`src/rtl/irrigation_pkg.sv`:
```
// Shared constants for the irrigation plant model: fault-mode codes and
// the emulator's run/freeze state encoding.
package irrigation_pkg;

  localparam logic [1:0] FAULT_NONE       = 2'b00;
  localparam logic [1:0] FAULT_HIGH_STUCK = 2'b01;
  localparam logic [1:0] FAULT_MID_STUCK  = 2'b10;
  localparam logic [1:0] FAULT_FREEZE     = 2'b11;

  typedef enum logic {
    ST_RUN    = 1'b0,
    ST_FROZEN = 1'b1
  } state_t;

endpackage

```
`src/rtl/tick_divider.sv`:
```
// Free-running divider: tick_o is high for one cycle out of every TICK_DIV,
// so the first tick is sampled on the TICK_DIV-th rising edge after reset.
module tick_divider #(
  parameter int TICK_DIV = 4
) (
  input  logic clk,
  input  logic rst,
  output logic tick_o
);

  localparam int CW = (TICK_DIV > 2) ? $clog2(TICK_DIV) : 1;
  localparam logic [CW-1:0] LAST = CW'(TICK_DIV - 1);

  logic [CW-1:0] tick_cnt;

  // count 0..TICK_DIV-1 and wrap
  always_ff @(posedge clk or posedge rst) begin
    if (rst) begin
      tick_cnt <= '0;
    end else if (tick_cnt == LAST) begin
      tick_cnt <= '0;
    end else begin
      tick_cnt <= tick_cnt + CW'(1);
    end
  end

  assign tick_o = (tick_cnt == LAST);

endmodule

```
`src/rtl/water_tank_emulator.sv`:
```
// Tank plant model: integrates actuator commands into a clamped volume at a
// divided tick rate and drives float-switch outputs with optional faults.
//
// state     | meaning
// ST_RUN    | volume and flags follow the commands on every tick
// ST_FROZEN | fault mode 11 active; volume, overflow and dry hold
module water_tank_emulator
  import irrigation_pkg::*;
#(
  parameter int VOL_W          = 6,
  parameter int CAPACITY       = 63,
  parameter int INIT_VOL       = 0,
  parameter int LOW_THR        = 16,
  parameter int MID_THR        = 32,
  parameter int HIGH_THR       = 56,
  parameter int TICK_DIV       = 4,
  parameter int INLET_RATE     = 3,
  parameter int SPRINKLER_RATE = 2,
  parameter int DRIP_RATE      = 1
) (
  input  logic             clk,
  input  logic             rst,
  input  logic             inlet_valve_i,
  input  logic             sprinkler_i,
  input  logic             drip_i,
  input  logic [1:0]       fault_mode_i,
  output logic             high_level_indicator_o,
  output logic             middle_level_indicator_o,
  output logic             low_level_indicator_o,
  output logic [VOL_W-1:0] volume_o,
  output logic             level_change_o,
  output logic             overflow_o,
  output logic             dry_o
);

  // two extra bits give room for both the sign and the overshoot past CAPACITY
  localparam int SW = VOL_W + 2;

  state_t           state;
  logic             tick;
  logic             freeze;
  logic [VOL_W-1:0] vol;
  logic [VOL_W-1:0] vol_next;
  logic [SW-1:0]    net;
  logic [SW-1:0]    sum;
  logic             sum_neg;
  logic             sum_over;
  logic [2:0]       sens;
  logic [2:0]       sens_next;
  logic             overflow;
  logic             dry;
  logic             level_change;

  function automatic logic [2:0] level_compare(input logic [VOL_W-1:0] v);
    return {v >= VOL_W'(HIGH_THR), v >= VOL_W'(MID_THR), v >= VOL_W'(LOW_THR)};
  endfunction

  tick_divider #(
    .TICK_DIV(TICK_DIV)
  ) u_tick_divider (
    .clk   (clk),
    .rst   (rst),
    .tick_o(tick)
  );

  // the freeze mode is sampled on the tick edge just like the commands
  assign freeze = (fault_mode_i == FAULT_FREEZE);

  // signed net flow for this tick (two's complement at SW bits)
  always_comb begin
    net = '0;
    if (inlet_valve_i) net = net + SW'(INLET_RATE);
    if (sprinkler_i)   net = net - SW'(SPRINKLER_RATE);
    if (drip_i)        net = net - SW'(DRIP_RATE);
  end

  assign sum      = {2'b00, vol} + net;
  assign sum_neg  = sum[SW-1];
  assign sum_over = !sum_neg && (sum > SW'(CAPACITY));

  // clamp the updated volume to [0, CAPACITY]
  always_comb begin
    vol_next = sum[VOL_W-1:0];
    if (sum_neg)       vol_next = '0;
    else if (sum_over) vol_next = VOL_W'(CAPACITY);
  end

  // sensor compare with fault overrides applied on top
  always_comb begin
    sens_next = level_compare(vol);
    if (fault_mode_i == FAULT_HIGH_STUCK) sens_next[2] = 1'b1;
    if (fault_mode_i == FAULT_MID_STUCK)  sens_next[1] = 1'b0;
  end

  // run/freeze FSM plus the volume, flag and sensor registers
  always_ff @(posedge clk or posedge rst) begin
    if (rst) begin
      state        <= ST_RUN;
      vol          <= VOL_W'(INIT_VOL);
      sens         <= level_compare(VOL_W'(INIT_VOL));
      level_change <= 1'b0;
      overflow     <= 1'b0;
      dry          <= 1'b0;
    end else begin
      case (state)
        ST_RUN:    if (freeze)  state <= ST_FROZEN;
        ST_FROZEN: if (!freeze) state <= ST_RUN;
        default:   state <= ST_RUN;
      endcase

      if (tick && !freeze) begin
        vol <= vol_next;
        dry <= (vol == '0) && (sprinkler_i || drip_i);
        if (sum_over) overflow <= 1'b1;
      end

      sens         <= sens_next;
      level_change <= (sens_next != sens);
    end
  end

  assign high_level_indicator_o   = sens[2];
  assign middle_level_indicator_o = sens[1];
  assign low_level_indicator_o    = sens[0];
  assign volume_o                 = vol;
  assign level_change_o           = level_change;
  assign overflow_o               = overflow;
  assign dry_o                    = dry;

endmodule

```
`config.mk`:
```
export PLATFORM = sky130hd
export DESIGN_NAME = water_tank_emulator
export DESIGN_NICKNAME = d
export VERILOG_FILES = /design/src/rtl/irrigation_pkg.sv /design/src/rtl/tick_divider.sv /design/src/rtl/water_tank_emulator.sv
export SDC_FILE = /design/constraint.sdc
export NUM_CORES = 1
export LEC_CHECK = 0
export CORE_MARGIN = 2
export CORE_UTILIZATION = 53
export CTS_BUF_LIST = sky130_fd_sc_hd__clkbuf_4
export CTS_CLUSTER_DIAMETER = 100
export DETAILED_ROUTE_END_ITERATION = 10
export PLACE_DENSITY = 0.82
export SYNTH_ARGS = -nofsm -noshare
export SYNTH_HDL_FRONTEND = slang
export SYNTH_SLANG_ARGS = --single-unit
```
`constraint.sdc`:
```
create_clock -name clk -period 2.65 [get_ports clk]
set_input_delay 0.53 -clock clk [delete_from_list [all_inputs] [get_ports clk]]
set_output_delay 0.53 -clock clk [all_outputs]
set_load 0.05 [all_outputs]
```
# After elaboration in Yosys (flattened, before gate mapping)
# Cells that the tools add are included.
[word_totals]
register_bits = 14
in_bits = 7
output_inout_bits = 12
word_cells = 35
[op_classes]
n_addsub = 4
n_lt_le_gt_ge = 4
n_eq_ne = 5
muxes = 8
n_reduce_logical = 8
[op_table]
columns = ["operator", "n"]
rows = [
  ["8-bit 2-to-1 mux", 2],
  ["6-bit >= comparator (second input constant)", 2],
  ["6-bit 2-to-1 mux", 2],
  ["6-bit by 8-bit adder with 8-bit output", 1],
  ["8-bit by 6-bit greater-than comparator with 1-bit output (second input constant)", 1],
  ["8-bit by 1-bit subtractor with 8-bit output (second input constant)", 1],
  ["8-bit by 2-bit subtractor with 8-bit output (second input constant)", 1],
  ["2-bit equality test (second input constant)", 3],
  ["6-bit by 5-bit >= comparator with 1-bit output (second input constant)", 1],
  ["6-bit zero test", 1],
  ["2-bit 2-to-1 mux", 2],
  ["1-bit logical AND", 3],
  ["3-bit inequality test", 1],
  ["2-bit by 1-bit adder with 2-bit output (second input constant)", 1],
  ["2-bit by 1-bit equality test with 1-bit output (second input constant)", 1],
  ["1-bit zero test", 2],
  ["1-bit 2-to-1 mux", 2],
  ["2-bit AND reduction", 1],
  ["1-bit logical OR", 1],
]

# Longest topological paths before layout
[logic_depth]
ltp_word = 10
mapped_depth = 10
ltp_nobuf = 10

# Modules after synthesis
# A second synthesis with hierarchy kept.
[unflattened]
hier_cells = 121
area_unflattened_um2 = 1076.0
[by_module_without_submodules]
columns = ["module", "n_inst", "cells_per_inst", "area_each_um2", "seq_area_each_um2"]
rows = [
  ["water_tank_emulator", 1, 116, 1006.0, 300.3],
  ["tick_divider", 1, 5, 70.1, 50.0],
]

# Worst setup path after synthesis
# Ideal clock, no wire load.
[synth_timing]
path_type = "input-to-reg"
start = "input inlet_valve_i"
end = "register vol[2], in the netlist volume_o[2]"
setup_ns = 0.132
arrival_ns = 2.502
required_time_ns = 2.518
setup_slack_ns = 0.016
path_stages = 10
path_buffers = 0
cell_sequence = "inv_1 ha_1 inv_1 ha_1 fa_1 a211o_1 a2111oi_2 a41oi_2 a21oi_1 o31ai_1"
[synth_between]
elab_chain_len = 10
elab_cells_between_ends = 11
classes_between = "add/sub (3); order compare (1); mux (5); reduce/logical (2)"
[synth_rtl]
columns = ["element", "line", "source"]
rows = [
  ["start: declaration", "water_tank_emulator.sv:23", "input logic inlet_valve_i,"],
  ["2-bit 2-to-1 mux (*)", "water_tank_emulator.sv:72", "if (inlet_valve_i) net = net + SW'(INLET_RATE);"],
  ["8-bit by 2-bit subtractor with 8-bit output", "water_tank_emulator.sv:73", "if (sprinkler_i) net = net - SW'(SPRINKLER_RATE);"],
  ["8-bit 2-to-1 mux (*)", "water_tank_emulator.sv:73", ""],
  ["8-bit by 1-bit subtractor with 8-bit output", "water_tank_emulator.sv:74", "if (drip_i) net = net - SW'(DRIP_RATE);"],
  ["8-bit 2-to-1 mux (*)", "water_tank_emulator.sv:74", ""],
  ["6-bit by 8-bit adder with 8-bit output (*)", "water_tank_emulator.sv:77", "assign sum = {2'b00, vol} + net;"],
  ["8-bit by 6-bit greater-than comparator with 1-bit output or 1-bit zero test (tied branches)", "water_tank_emulator.sv:79", "assign sum_over = !sum_neg && (sum > SW'(CAPACITY));"],
  ["1-bit logical AND", "water_tank_emulator.sv:79", ""],
  ["6-bit 2-to-1 mux", "water_tank_emulator.sv:85", "else if (sum_over) vol_next = VOL_W'(CAPACITY);"],
  ["6-bit 2-to-1 mux (*)", "water_tank_emulator.sv:84", "if (sum_neg) vol_next = '0;"],
  ["end signal: assignment", "water_tank_emulator.sv:99", "vol <= VOL_W'(INIT_VOL);"],
  ["end signal: assignment", "water_tank_emulator.sv:112", "vol <= vol_next;"],
  ["end: declaration", "water_tank_emulator.sv:42", "logic [VOL_W-1:0] vol;"],
]
# Mark *: on every way between the ends. The rest lies on a longest branch, timed or not.
# A chain may end at the register's enable or synchronous reset.

# Worst setup path after layout
[layout_timing]
start = "input sprinkler_i"
end = "register vol[3], in the netlist volume_o[3]"
[layout_between]
elab_chain_len = 8
elab_cells_between_ends = 9
classes_between = "add/sub (2); order compare (1); mux (4); reduce/logical (2)"
[layout_rtl]
columns = ["element", "line", "source"]
rows = [
  ["start: declaration", "water_tank_emulator.sv:24", "input logic sprinkler_i,"],
  ["8-bit 2-to-1 mux (*)", "water_tank_emulator.sv:73", ""],
  ["8-bit by 1-bit subtractor with 8-bit output", "water_tank_emulator.sv:74", ""],
  ["8-bit 2-to-1 mux (*)", "water_tank_emulator.sv:74", ""],
  ["6-bit by 8-bit adder with 8-bit output (*)", "water_tank_emulator.sv:77", ""],
  ["8-bit by 6-bit greater-than comparator with 1-bit output or 1-bit zero test (tied branches)", "water_tank_emulator.sv:79", ""],
  ["1-bit logical AND", "water_tank_emulator.sv:79", ""],
  ["6-bit 2-to-1 mux", "water_tank_emulator.sv:85", ""],
  ["6-bit 2-to-1 mux (*)", "water_tank_emulator.sv:84", ""],
]
# Marks and branches as above.

==> results.ini <==
[synthesis]
syn-mean-instance-area_um2 = 9.83
post-synth-top-area-cell = sky130_fd_sc_hd__dfrtp_1
mappedNetlistNets = 118
warnings_synthesis = 0
cells_taking_the_most_area_after_synthesis = sky130_fd_sc_hd__dfrtp_1 (36%), sky130_fd_sc_hd__ha_1 (16%), sky130_fd_sc_hd__a21oi_1 (5.7%), sky130_fd_sc_hd__o31ai_1 (5.5%), sky130_fd_sc_hd__xnor2_1 (5.5%)
netlist_area_um2 = 963
postSynthCellCount = 98
synthDominantCellAreaShare_pct = 36.4
synth_sequential_area_ratio_pct = 36.4
yosys_register_bits = 14
ys_types = 29

[timing]
maxSlewViolCount = 0
worst-slew-pin-transition_ns = 0.550
setup_viol = 1
clock-skew-final_ns = 0.00460
finalCriticalPeriod_ns = 2.67
finalWorstSetupSlack_ns = -0.0237
max_freq_mhz = 374
post_route_setup_tns_ns = -0.0237
post-route-period-util_pct = 101
finalHoldViolations = 0
relative_slew_margins_pct = 63.3
finalHoldWorstSlack_ns = 0.456

[clock_tree]
clkSinkCount = 14
numCtsBuffers = 3
clock_tree.root_cell = sky130_fd_sc_hd__clkbuf_4
worst_setup_hold_path_clk_slew_ns = 0.08
tritoncts = yes
cts-hold-fix-buffers = 0
cts.htree.levels = 1
clk_latency_ns = 0.28
clk_path_buf_depth = 2

[final_layout]
area_delta_synth_final_pct = 51.6
layout_commonest_cell = sky130_fd_sc_hd__buf_4
antenna-diode-count = 0
finish.net_count = 159
layout_common_cells = sky130_fd_sc_hd__buf_4 (19), sky130_fd_sc_hd__clkdlybuf4s50_1 (15), sky130_fd_sc_hd__dfrtp_1 (14), sky130_fd_sc_hd__nand2_1 (10)
drive_above_1_share_pct = 35.0

[drt]
totalWireLength_um = 3200
drt_first_pass_iters = 4
ant_nets = 0
vias_per_cell = 6.27
drt-initial-drc-count = 52
route.vias.total = 1016
remaining_drc_errors = 0
avgRoutedWirePerCell_um = 19.7

[setup_path]
cells_along_the_critical_path = clkdlybuf4s15_2 -> ha_4 -> nor2b_1 -> or2_4 -> ha_4 -> a211o_4 -> a2111oi_4 -> a41oi_4 -> a21oi_1 -> o31ai_1
worstSetupStartpoint = sprinkler_i
worstReg2RegEnd = volume_o[3]
worstSetupStartpointType = primary input
reg2reg_setup_slack_ns = 0.26
worst-endpoint-arrival_ns = 2.82
worst-path-stages = 10
worstSetupEndpointType = flop
timing.critical_path.required_ns = 2.80
setup.worst_path.class = primary input to flop
worstRegToRegCells = 7
critPathMostFrequentCell = sky130_fd_sc_hd__ha_4
critPathMaxFanout = 7
ff_to_ff_start = volume_o[0]
critPathBufInv = 1
crit_slowest_cell = sky130_fd_sc_hd__a211o_4
worst_setup_path_endpoint = volume_o[3]
crit_family = compound AO/OA/AOI/OAI gates
slowest_delay_ns = 0.37

[worst_hold_path]
hold_path.class = flop to flop

[floorplanning]
io_pins = 19
floorplan.initialDensity_pct = 55.8
die_y_um = 46.6
die_x_um = 46.6
die-area_um2 = 2170
core-area_um2 = 1730
core.rowCount = 15

[pwr]
p_per_area_nw_per_um2 = 1200
max-vdd-ir-drop_mv = 0.855
static-leakage-power_nw = 0.648

[placed_design]
io_buffer_count = 18
gp_congestion = 0.861
preCtsSetupSlack_ns = -0.677
dpl.hpwl_um = 1910

[grt]
antenna_found_initial = 0
grt_first_pass_wirelength_um = 4560
number_of_global_route_vias_before_repair = 973
grt_max_degree = 16
global_route.usage.total_pct = 31.2
gr-total-overflow = 0

[run_status]
failed_checks = setup timing
outcome = complete, but fails checks

[run]
max_cap_violation_count = 0

cell usage after synthesis:
| cell | instances |
|---|---|
| sky130_fd_sc_hd__a2111oi_2 | 1 |
| sky130_fd_sc_hd__a211o_1 | 1 |
| sky130_fd_sc_hd__a211oi_1 | 1 |
| sky130_fd_sc_hd__a21o_1 | 1 |
| sky130_fd_sc_hd__a21o_2 | 1 |
| sky130_fd_sc_hd__a21oi_1 | 11 |
| sky130_fd_sc_hd__a41oi_2 | 1 |
| sky130_fd_sc_hd__clkbuf_1 | 1 |
| sky130_fd_sc_hd__dfrtp_1 | 14 |
| sky130_fd_sc_hd__fa_1 | 1 |
| sky130_fd_sc_hd__ha_1 | 12 |
| sky130_fd_sc_hd__inv_1 | 8 |
| sky130_fd_sc_hd__nand2_1 | 10 |
| sky130_fd_sc_hd__nand3_1 | 2 |
| sky130_fd_sc_hd__nor2_1 | 3 |
| sky130_fd_sc_hd__nor2b_1 | 3 |
| sky130_fd_sc_hd__nor4_1 | 1 |
| sky130_fd_sc_hd__o211ai_1 | 2 |
| sky130_fd_sc_hd__o21a_1 | 1 |
| sky130_fd_sc_hd__o21ai_0 | 2 |
| sky130_fd_sc_hd__o21ai_1 | 1 |
| sky130_fd_sc_hd__o22ai_1 | 1 |
| sky130_fd_sc_hd__o31a_1 | 1 |
| sky130_fd_sc_hd__o31ai_1 | 7 |
| sky130_fd_sc_hd__or2_2 | 1 |
| sky130_fd_sc_hd__or2_4 | 1 |
| sky130_fd_sc_hd__xnor2_1 | 6 |
| sky130_fd_sc_hd__xor2_1 | 2 |
| sky130_fd_sc_hd__xor2_2 | 1 |
routing by layer:
| layer | vias up | wire [um] | part of all wire [%] | GRT usage, % |
|---|---|---|---|---|
| met5 | - | 0 | 0 | 0 |
| met4 | 0 | 165 | 5.2 | 15.0 |
| met3 | 22 | 290 | 9.1 | 8.63 |
| met2 | 83 | 1650 | 52 | 55.6 |
| met1 | 483 | 1090 | 34 | 33.7 |
| li1 | 428 | - | - | - |
where the power goes:
part | internal (mW) | switching [mW]
logic | 0.520 | 0.732
clock network | 0.0528 | 0.0651
registers | 0.282 | 0.0969
cell families (layout without fill, tap and decap cells):
| group | after synthesis | in the layout | share of synthesized area [%] |
|---|---|---|---|
| XOR/XNOR | 9 | 9 | 8.96 |
| AND/OR/NAND/NOR | 21 | 21 | 10.3 |
| adder cells (fa/ha/maj) | 13 | 13 | 17.7 |
| AO/OA/AOI/OAI | 32 | 32 | 23.2 |
| buffers and inverters | 9 | 48 | 3.51 |
| flip-flops | 14 | 14 | 36.4 |
state kept, by name (all words and copies together) (netlist names):
name	cells
u_tick_divider.tick_cnt	2
sens	3
level_change_o	1
overflow_o	1
dry_o	1
volume_o	6
metrics by stage:
stage               instance area [um^2]  util [%]  total power [mW]  std cells
global placement                    1290      74.8              1.36        156
CTS                                 1410      81.7              1.59        161
detailed placement                  1290      74.8              1.40        156
floorplan                            963         -              1.03         98
finish                              1460      84.6              1.75        162
global route                        1460      84.6              1.83        162
how the worst min path moves through the flow:
| stage | startpoint | to | depth (start not counted) |
|---|---|---|---|
| after floorplan | u_tick_divider.tick_cnt[0] | u_tick_divider.tick_cnt[0] | 1 |
| after global placement | u_tick_divider.tick_cnt[0] | u_tick_divider.tick_cnt[0] | 1 |
| after detailed placement | u_tick_divider.tick_cnt[0] | u_tick_divider.tick_cnt[0] | 1 |
| after CTS | u_tick_divider.tick_cnt[0] | u_tick_divider.tick_cnt[0] | 1 |
| after global routing | u_tick_divider.tick_cnt[0] | u_tick_divider.tick_cnt[0] | 1 |
| final | u_tick_divider.tick_cnt[0] | u_tick_divider.tick_cnt[0] | 1 |
what timing repair did:
item | in CTS | in global routing
setup buffers | 2 | 1
resized for setup | 24 | 7
setup endpoints to repair | 7 | 7
hold endpoints to repair | 0 | 0
pin swaps | 6 | 3
worst reg2reg max path, stage by stage, from the launching register on:
cell and delay, ns:
sky130_fd_sc_hd__dfrtp_1 0.43, sky130_fd_sc_hd__ha_2 0.22, sky130_fd_sc_hd__fa_2 0.38, sky130_fd_sc_hd__a211o_4 0.37, sky130_fd_sc_hd__a2111oi_4 0.36, sky130_fd_sc_hd__a41oi_4 0.12, sky130_fd_sc_hd__a21oi_1 0.27, sky130_fd_sc_hd__o31ai_1 0.09
cell type report:
type	count	area, um^2
fill	100	267
sequential	14	350
inverter	8	32.5
timing repair buffer	37	314
tap	25	31.3
multi-input combinational	75	709
clock buffer	3	22.5
No activity file was read; power rests on OpenSTA's default activity.
